## src/rtl/mips_defs.sv

```systemverilog
// Shared MIPS multiply/divide definitions: opcode encodings, FSM state codes and datapath width.
package mips_defs;

  localparam int DATA_WIDTH = 32;

  localparam logic [1:0] MDU_MULT  = 2'b00;
  localparam logic [1:0] MDU_MULTU = 2'b01;
  localparam logic [1:0] MDU_DIV   = 2'b10;
  localparam logic [1:0] MDU_DIVU  = 2'b11;

  localparam logic [1:0] ST_IDLE = 2'd0;
  localparam logic [1:0] ST_MUL  = 2'd1;
  localparam logic [1:0] ST_DIV  = 2'd2;
  localparam logic [1:0] ST_FIX  = 2'd3;

endpackage

```

## src/rtl/mdu_sign_fix.sv

```systemverilog
// Conditional two's-complement negate; serves as abs() on operands and as the
// sign restore on product, quotient and remainder.
module mdu_sign_fix #(
  parameter int W = 32
) (
  input  logic [W-1:0] val_i,
  input  logic         neg_i,
  output logic [W-1:0] res_o
);

  assign res_o = neg_i ? (~val_i + W'(1)) : val_i;

endmodule

```

## src/rtl/mult_div_unit.sv

```systemverilog
// Iterative MIPS multiply/divide unit: 32-step shift-add multiply, restoring
// divide, sign fix-up and architectural HI/LO registers.
//
// state | meaning
// IDLE  | waiting for start_i; MTHI/MTLO writes accepted
// MUL   | one shift-add iteration per clock
// DIV   | one restoring shift-subtract iteration per clock
// FIX   | sign correction, HI/LO write, done_o pulse
module mult_div_unit #(
  parameter int DATA_WIDTH = mips_defs::DATA_WIDTH,
  parameter int CNT_WIDTH  = 5
) (
  input  logic                  clk,
  input  logic                  reset,
  input  logic                  start_i,
  input  logic [1:0]            op_i,
  input  logic [DATA_WIDTH-1:0] a_i,
  input  logic [DATA_WIDTH-1:0] b_i,
  input  logic                  hi_we_i,
  input  logic                  lo_we_i,
  input  logic [DATA_WIDTH-1:0] wdata_i,
  output logic                  busy_o,
  output logic                  done_o,
  output logic                  div_zero_o,
  output logic [DATA_WIDTH-1:0] hi_o,
  output logic [DATA_WIDTH-1:0] lo_o
);
  import mips_defs::*;

  localparam int W = DATA_WIDTH;

  logic [1:0]           state_q, state_d;
  logic [CNT_WIDTH-1:0] cnt_q, cnt_d;
  logic [2*W-1:0]       acc_q, acc_d;
  logic [W-1:0]         opnd_q, opnd_d;
  logic [W-1:0]         hi_q, hi_d, lo_q, lo_d;
  logic                 neg_lo_q, neg_lo_d, neg_hi_q, neg_hi_d;
  logic                 is_div_q, is_div_d, dz_q, dz_d;
  logic                 done_q, done_d, dzo_q, dzo_d;

  logic                 is_signed;
  logic [W-1:0]         a_mag, b_mag;
  logic [2*W-1:0]       prod_res;
  logic [W-1:0]         quo_res, rem_res;
  logic [W:0]           mul_sum, div_shift, div_diff;
  logic [2*W-1:0]       mul_next, div_next;

  assign is_signed = ~op_i[0];

  mdu_sign_fix #(.W(W))   u_abs_a (.val_i(a_i), .neg_i(is_signed & a_i[W-1]), .res_o(a_mag));
  mdu_sign_fix #(.W(W))   u_abs_b (.val_i(b_i), .neg_i(is_signed & b_i[W-1]), .res_o(b_mag));
  mdu_sign_fix #(.W(2*W)) u_prod  (.val_i(acc_q), .neg_i(neg_lo_q), .res_o(prod_res));
  mdu_sign_fix #(.W(W))   u_quo   (.val_i(acc_q[W-1:0]), .neg_i(neg_lo_q), .res_o(quo_res));
  mdu_sign_fix #(.W(W))   u_rem   (.val_i(acc_q[2*W-1:W]), .neg_i(neg_hi_q), .res_o(rem_res));

  // Multiply: acc = {partial product, remaining multiplier bits}, shifted right each step.
  assign mul_sum  = {1'b0, acc_q[2*W-1:W]} + {1'b0, (acc_q[0] ? opnd_q : {W{1'b0}})};
  assign mul_next = {mul_sum, acc_q[W-1:1]};

  // Divide: acc = {partial remainder, dividend/quotient bits}, shifted left each step.
  assign div_shift = {acc_q[2*W-1:W], acc_q[W-1]};
  assign div_diff  = div_shift - {1'b0, opnd_q};
  assign div_next  = div_diff[W] ? {div_shift[W-1:0], acc_q[W-2:0], 1'b0}
                                 : {div_diff[W-1:0], acc_q[W-2:0], 1'b1};

  always_comb begin
    state_d  = state_q;
    cnt_d    = cnt_q;
    acc_d    = acc_q;
    opnd_d   = opnd_q;
    hi_d     = hi_q;
    lo_d     = lo_q;
    neg_lo_d = neg_lo_q;
    neg_hi_d = neg_hi_q;
    is_div_d = is_div_q;
    dz_d     = dz_q;
    done_d   = 1'b0;
    dzo_d    = 1'b0;
    case (state_q)
      ST_IDLE: begin
        if (start_i) begin
          cnt_d    = CNT_WIDTH'(W - 1);
          is_div_d = op_i[1];
          neg_lo_d = is_signed & (a_i[W-1] ^ b_i[W-1]);
          dz_d     = 1'b0;
          if (op_i[1]) begin
            opnd_d   = b_mag;
            acc_d    = {{W{1'b0}}, a_mag};
            neg_hi_d = is_signed & a_i[W-1];
            if (b_i == '0) begin
              dz_d    = 1'b1;
              state_d = ST_FIX;
            end else begin
              state_d = ST_DIV;
            end
          end else begin
            opnd_d   = a_mag;
            acc_d    = {{W{1'b0}}, b_mag};
            neg_hi_d = is_signed & (a_i[W-1] ^ b_i[W-1]);
            state_d  = ST_MUL;
          end
        end else begin
          if (hi_we_i) hi_d = wdata_i;
          if (lo_we_i) lo_d = wdata_i;
        end
      end
      ST_MUL: begin
        acc_d = mul_next;
        cnt_d = cnt_q - 1'b1;
        if (cnt_q == '0) state_d = ST_FIX;
      end
      ST_DIV: begin
        acc_d = div_next;
        cnt_d = cnt_q - 1'b1;
        if (cnt_q == '0) state_d = ST_FIX;
      end
      ST_FIX: begin
        done_d  = 1'b1;
        dzo_d   = dz_q;
        state_d = ST_IDLE;
        if (!dz_q) begin
          if (is_div_q) begin
            lo_d = quo_res;
            hi_d = rem_res;
          end else begin
            {hi_d, lo_d} = prod_res;
          end
        end
      end
      default: state_d = ST_IDLE;
    endcase
  end

  always_ff @(posedge clk or negedge reset) begin
    if (!reset) begin
      state_q  <= ST_IDLE;
      cnt_q    <= '0;
      acc_q    <= '0;
      opnd_q   <= '0;
      hi_q     <= '0;
      lo_q     <= '0;
      neg_lo_q <= 1'b0;
      neg_hi_q <= 1'b0;
      is_div_q <= 1'b0;
      dz_q     <= 1'b0;
      done_q   <= 1'b0;
      dzo_q    <= 1'b0;
    end else begin
      state_q  <= state_d;
      cnt_q    <= cnt_d;
      acc_q    <= acc_d;
      opnd_q   <= opnd_d;
      hi_q     <= hi_d;
      lo_q     <= lo_d;
      neg_lo_q <= neg_lo_d;
      neg_hi_q <= neg_hi_d;
      is_div_q <= is_div_d;
      dz_q     <= dz_d;
      done_q   <= done_d;
      dzo_q    <= dzo_d;
    end
  end

  assign busy_o     = (state_q != ST_IDLE);
  assign done_o     = done_q;
  assign div_zero_o = dzo_q;
  assign hi_o       = hi_q;
  assign lo_o       = lo_q;

endmodule

```

## config.mk

```make
export PLATFORM = sky130hd
export DESIGN_NAME = mult_div_unit
export DESIGN_NICKNAME = d
export VERILOG_FILES = /design/src/rtl/mips_defs.sv /design/src/rtl/mdu_sign_fix.sv /design/src/rtl/mult_div_unit.sv
export SDC_FILE = /design/constraint.sdc
export NUM_CORES = 1
export LEC_CHECK = 0
export ABC_AREA = 1
export ABC_CLOCK_PERIOD_IN_PS = 5400
export CAP_MARGIN = 20
export CORE_MARGIN = 1.5
export CORE_UTILIZATION = 45
export DETAILED_ROUTE_END_ITERATION = 12
export PLACE_DENSITY = 0.65
export SLEW_MARGIN = 20
export SYNTH_ARGS = -nofsm -noshare
export SYNTH_HDL_FRONTEND = slang
export SYNTH_SLANG_ARGS = --single-unit
```

## constraint.sdc

```tcl
create_clock -name clk -period 5.4 [get_ports clk]
set_input_delay 1.35 -clock clk [delete_from_list [all_inputs] [get_ports clk]]
set_output_delay 1.35 -clock clk [all_outputs]
set_load 0.1 [all_outputs]
```

==> metrics.txt <==
status=completed; vias in the first global route=a little over 20000; Final HPWL DP=~66000 µm; DRC errors left=0; Worst-Skew Late Latency=about 480 ps; FF/Latch Area=between 0.004 and 0.005 mm²; top cell type by total area after synthesis=dfrtp_1; final setup violation count=0; ANT nets after route=0; crit path DAT=about 2600 ps; CP max FO=7; DR pass1 iterations=6; Layout area overhead=14.8%; clk slew on worst S/H paths=roughly 70 ps; Area contributors post-synth=dfrtp_1, nand2_1, nand3_1; sum of negative setup slack=0 ps; Final Skew=approximately 23 ps; CTS resizes=0; Ports=170; syn_nets=3330; Slew Viols, Final=0; Hold Buf Count CTS=0; final wirelength=approximately 80000 µm; grt ovf=0; number of synthesized flops with an enable pin=0; Synth top area share=a little under a quarter; post-route clock period utilization=between 70 and 80%; Max Fclk=~260 MHz; row count=73; FFs w/ async S/R, synth=100%; RePlAce Congestion=1.06; routed len/inst=21.3 µm; Final #Nets=approximately 3400; die area=between 0.04 and 0.05 mm²; Critical Path Start Type=flip-flop; Cell Area, Placed=between 0.02 and 0.025 mm²; gr usage total=a little under two fifths; yosys warns=0; DR vias/cell=around 5.8; Max-slew headroom=31.0%; Reg2Reg Setup Slack=roughly 1800 ps; antenna violations before repair=0; cts bufs inserted=17; multi-input logic area=~0.012 mm²; clock period minus worst slack=3910 ps; Synth Instances=roughly 3200; core area=0.0398 mm²; Fin. Hold Viols=0; Worst R2R End=acc_q[62]$_DFFE_PN0P_; die height=around 200 µm; cell area after synthesis=0.0182 mm²; CP endpoint kind=primary output; worst path required time=~4100 ps; root buffer cell=clkbuf_16; initial core utilization=a little under half; Initial DRC Count=2524; pre-CTS setup slack=between 1500 and 2000 ps; Setup WS post-layout=about 1500 ps; Post-synth top flop=dfrtp_1; DIE WIDTH=around 200 µm; R2R Path Start=acc_q[32]$_DFFE_PN0P_; fin cells=~3800; start point of the critical path=state_q[0]$_DFFE_PN0P_; cell count after placement=roughly 3800; CTS tree=built; setup bufs post-CTS=0; HP Class=flip-flop to flip-flop; end of the critical path=busy_o; # H-tree levels=4; max-cap violations=0; Post-Syn Area per Cell=around 5.8 µm²; sequential area share after synthesis=23.8%; share of cells above drive strength 1=3.15%; Clock Path Buffers=2; synth unique cells=47; worst-margin pin slew=approximately 1000 ps; Final Instance Area=0.0209 mm²; diode count=0; first-pass GRT wire length=about 120000 µm; Vias=22200; R2R depth=18; Fillers=around 4300; largest net degree at the start of global routing=96; #FFs+latches synth=about 170; clock sinks=about 170; critical path class=flip-flop to primary output; count of input and output buffers=169; RSZ-0062 raised after global routing=no
## worst min path at each step
stage | startpoint | endpoint | slack, ps | depth (start not counted)
after floorplan | dz_q$_DFFE_PN0P_ | dz_q$_DFFE_PN0P_ | 450 | 2
after global placement | lo_o[19]$_DFFE_PN0P_ | lo_o[19]$_DFFE_PN0P_ | 480 | 2
after detailed placement | lo_o[19]$_DFFE_PN0P_ | lo_o[19]$_DFFE_PN0P_ | 480 | 2
after CTS | dz_q$_DFFE_PN0P_ | div_zero_o$_DFF_PN0_ | 500 | 2
after global routing | dz_q$_DFFE_PN0P_ | dz_q$_DFFE_PN0P_ | 510 | 2
final | dz_q$_DFFE_PN0P_ | dz_q$_DFFE_PN0P_ | 500 | 2
## metal layers
metal,up-vias,wire length (µm),GRT usage [%]
li1,10400,-,-
met1,10300,34300,53.3
met5,-,0,0
met2,1239,34400,57.8
met3,176,7730,5.23
met4,0,4350,20.0
## cell usage in the layout (no fill, tap or decap), types with 6 or more instances in the layout
master / instances
a21oi_1: 195
a31oi_1: 27
buf_4: 18
clkbuf_16: 17
clkdlybuf4s50_1: 168
dfrtp_1: 173
ha_1: 73
inv_1: 395
inv_2: 6
nand2_1: 1047
nand2_2: 8
nand3_1: 361
nand3b_1: 24
nand4_1: 44
nor2_1: 331
nor2_2: 9
nor3_1: 30
o211ai_1: 32
o21a_1: 6
o21ai_0: 130
o221ai_1: 21
o22ai_1: 20
or2_2: 14
xnor2_1: 11
xor2_1: 35
## registers in the layout, indices dropped and copies added (netlist names)
name        cells
lo_o           32
div_zero_o      1
cnt_q           5
opnd_q         32
is_div_q        1
hi_o           32
done_o          1
neg_lo_q        1
acc_q          64
state_q         2
dz_q            1
neg_hi_q        1
## per-stage QoR
| stage | hold WS, ps | util (%) |
|---|---|---|
| global route | 512 | 52.5 |
| finish | 500 | 52.5 |
| floorplan | 453 | - |
| CTS | 500 | 52.5 |
| global placement | 477 | 51.0 |
| detailed placement | 480 | 51.0 |
## synth_stat cells (8+ instances only)
cell	instances
a21oi_1	196
a31oi_1	27
buf_1	17
buf_2	13
clkbuf_1	68
dfrtp_1	173
ha_1	74
inv_1	395
nand2_1	1047
nand2_2	8
nand3_1	361
nand3b_1	24
nand4_1	44
nor2_1	334
nor3_1	30
o211ai_1	32
o21ai_0	130
o221ai_1	21
o22ai_1	20
or2_2	14
xnor2_1	11
xor2_1	35
## cell families after synthesis
kind of cell / count (synthesis) / synth area share, %
simple gates: 1891 / 43.7
buf+inv: 508 / 10.7
compound gates: 457 / 14.2
flops: 173 / 23.8
fa+ha+maj: 76 / 5.30
xor+xnor: 46 / 2.21
## worst max-delay path, stage by stage (launching register included)
cell and delay [ps]:
dfrtp_1 380, inv_1 90, ha_1 310, inv_1 160, clkdlybuf4s50_1 1150
## area by class of cell
cell class,instances,area share [%]
Tap cell,525,3.14
Inverter,405,7.27
Clock buffer,19,2.07
Clock inverter,13,0.850
Timing Repair Buffer,188,8.84
Sequential cell,173,20.7
Multi-Input combinational cell,2470,57.1
Power is not shown: default switching activity piles up to over one toggle a cycle in this logic, so the estimate is an artifact.
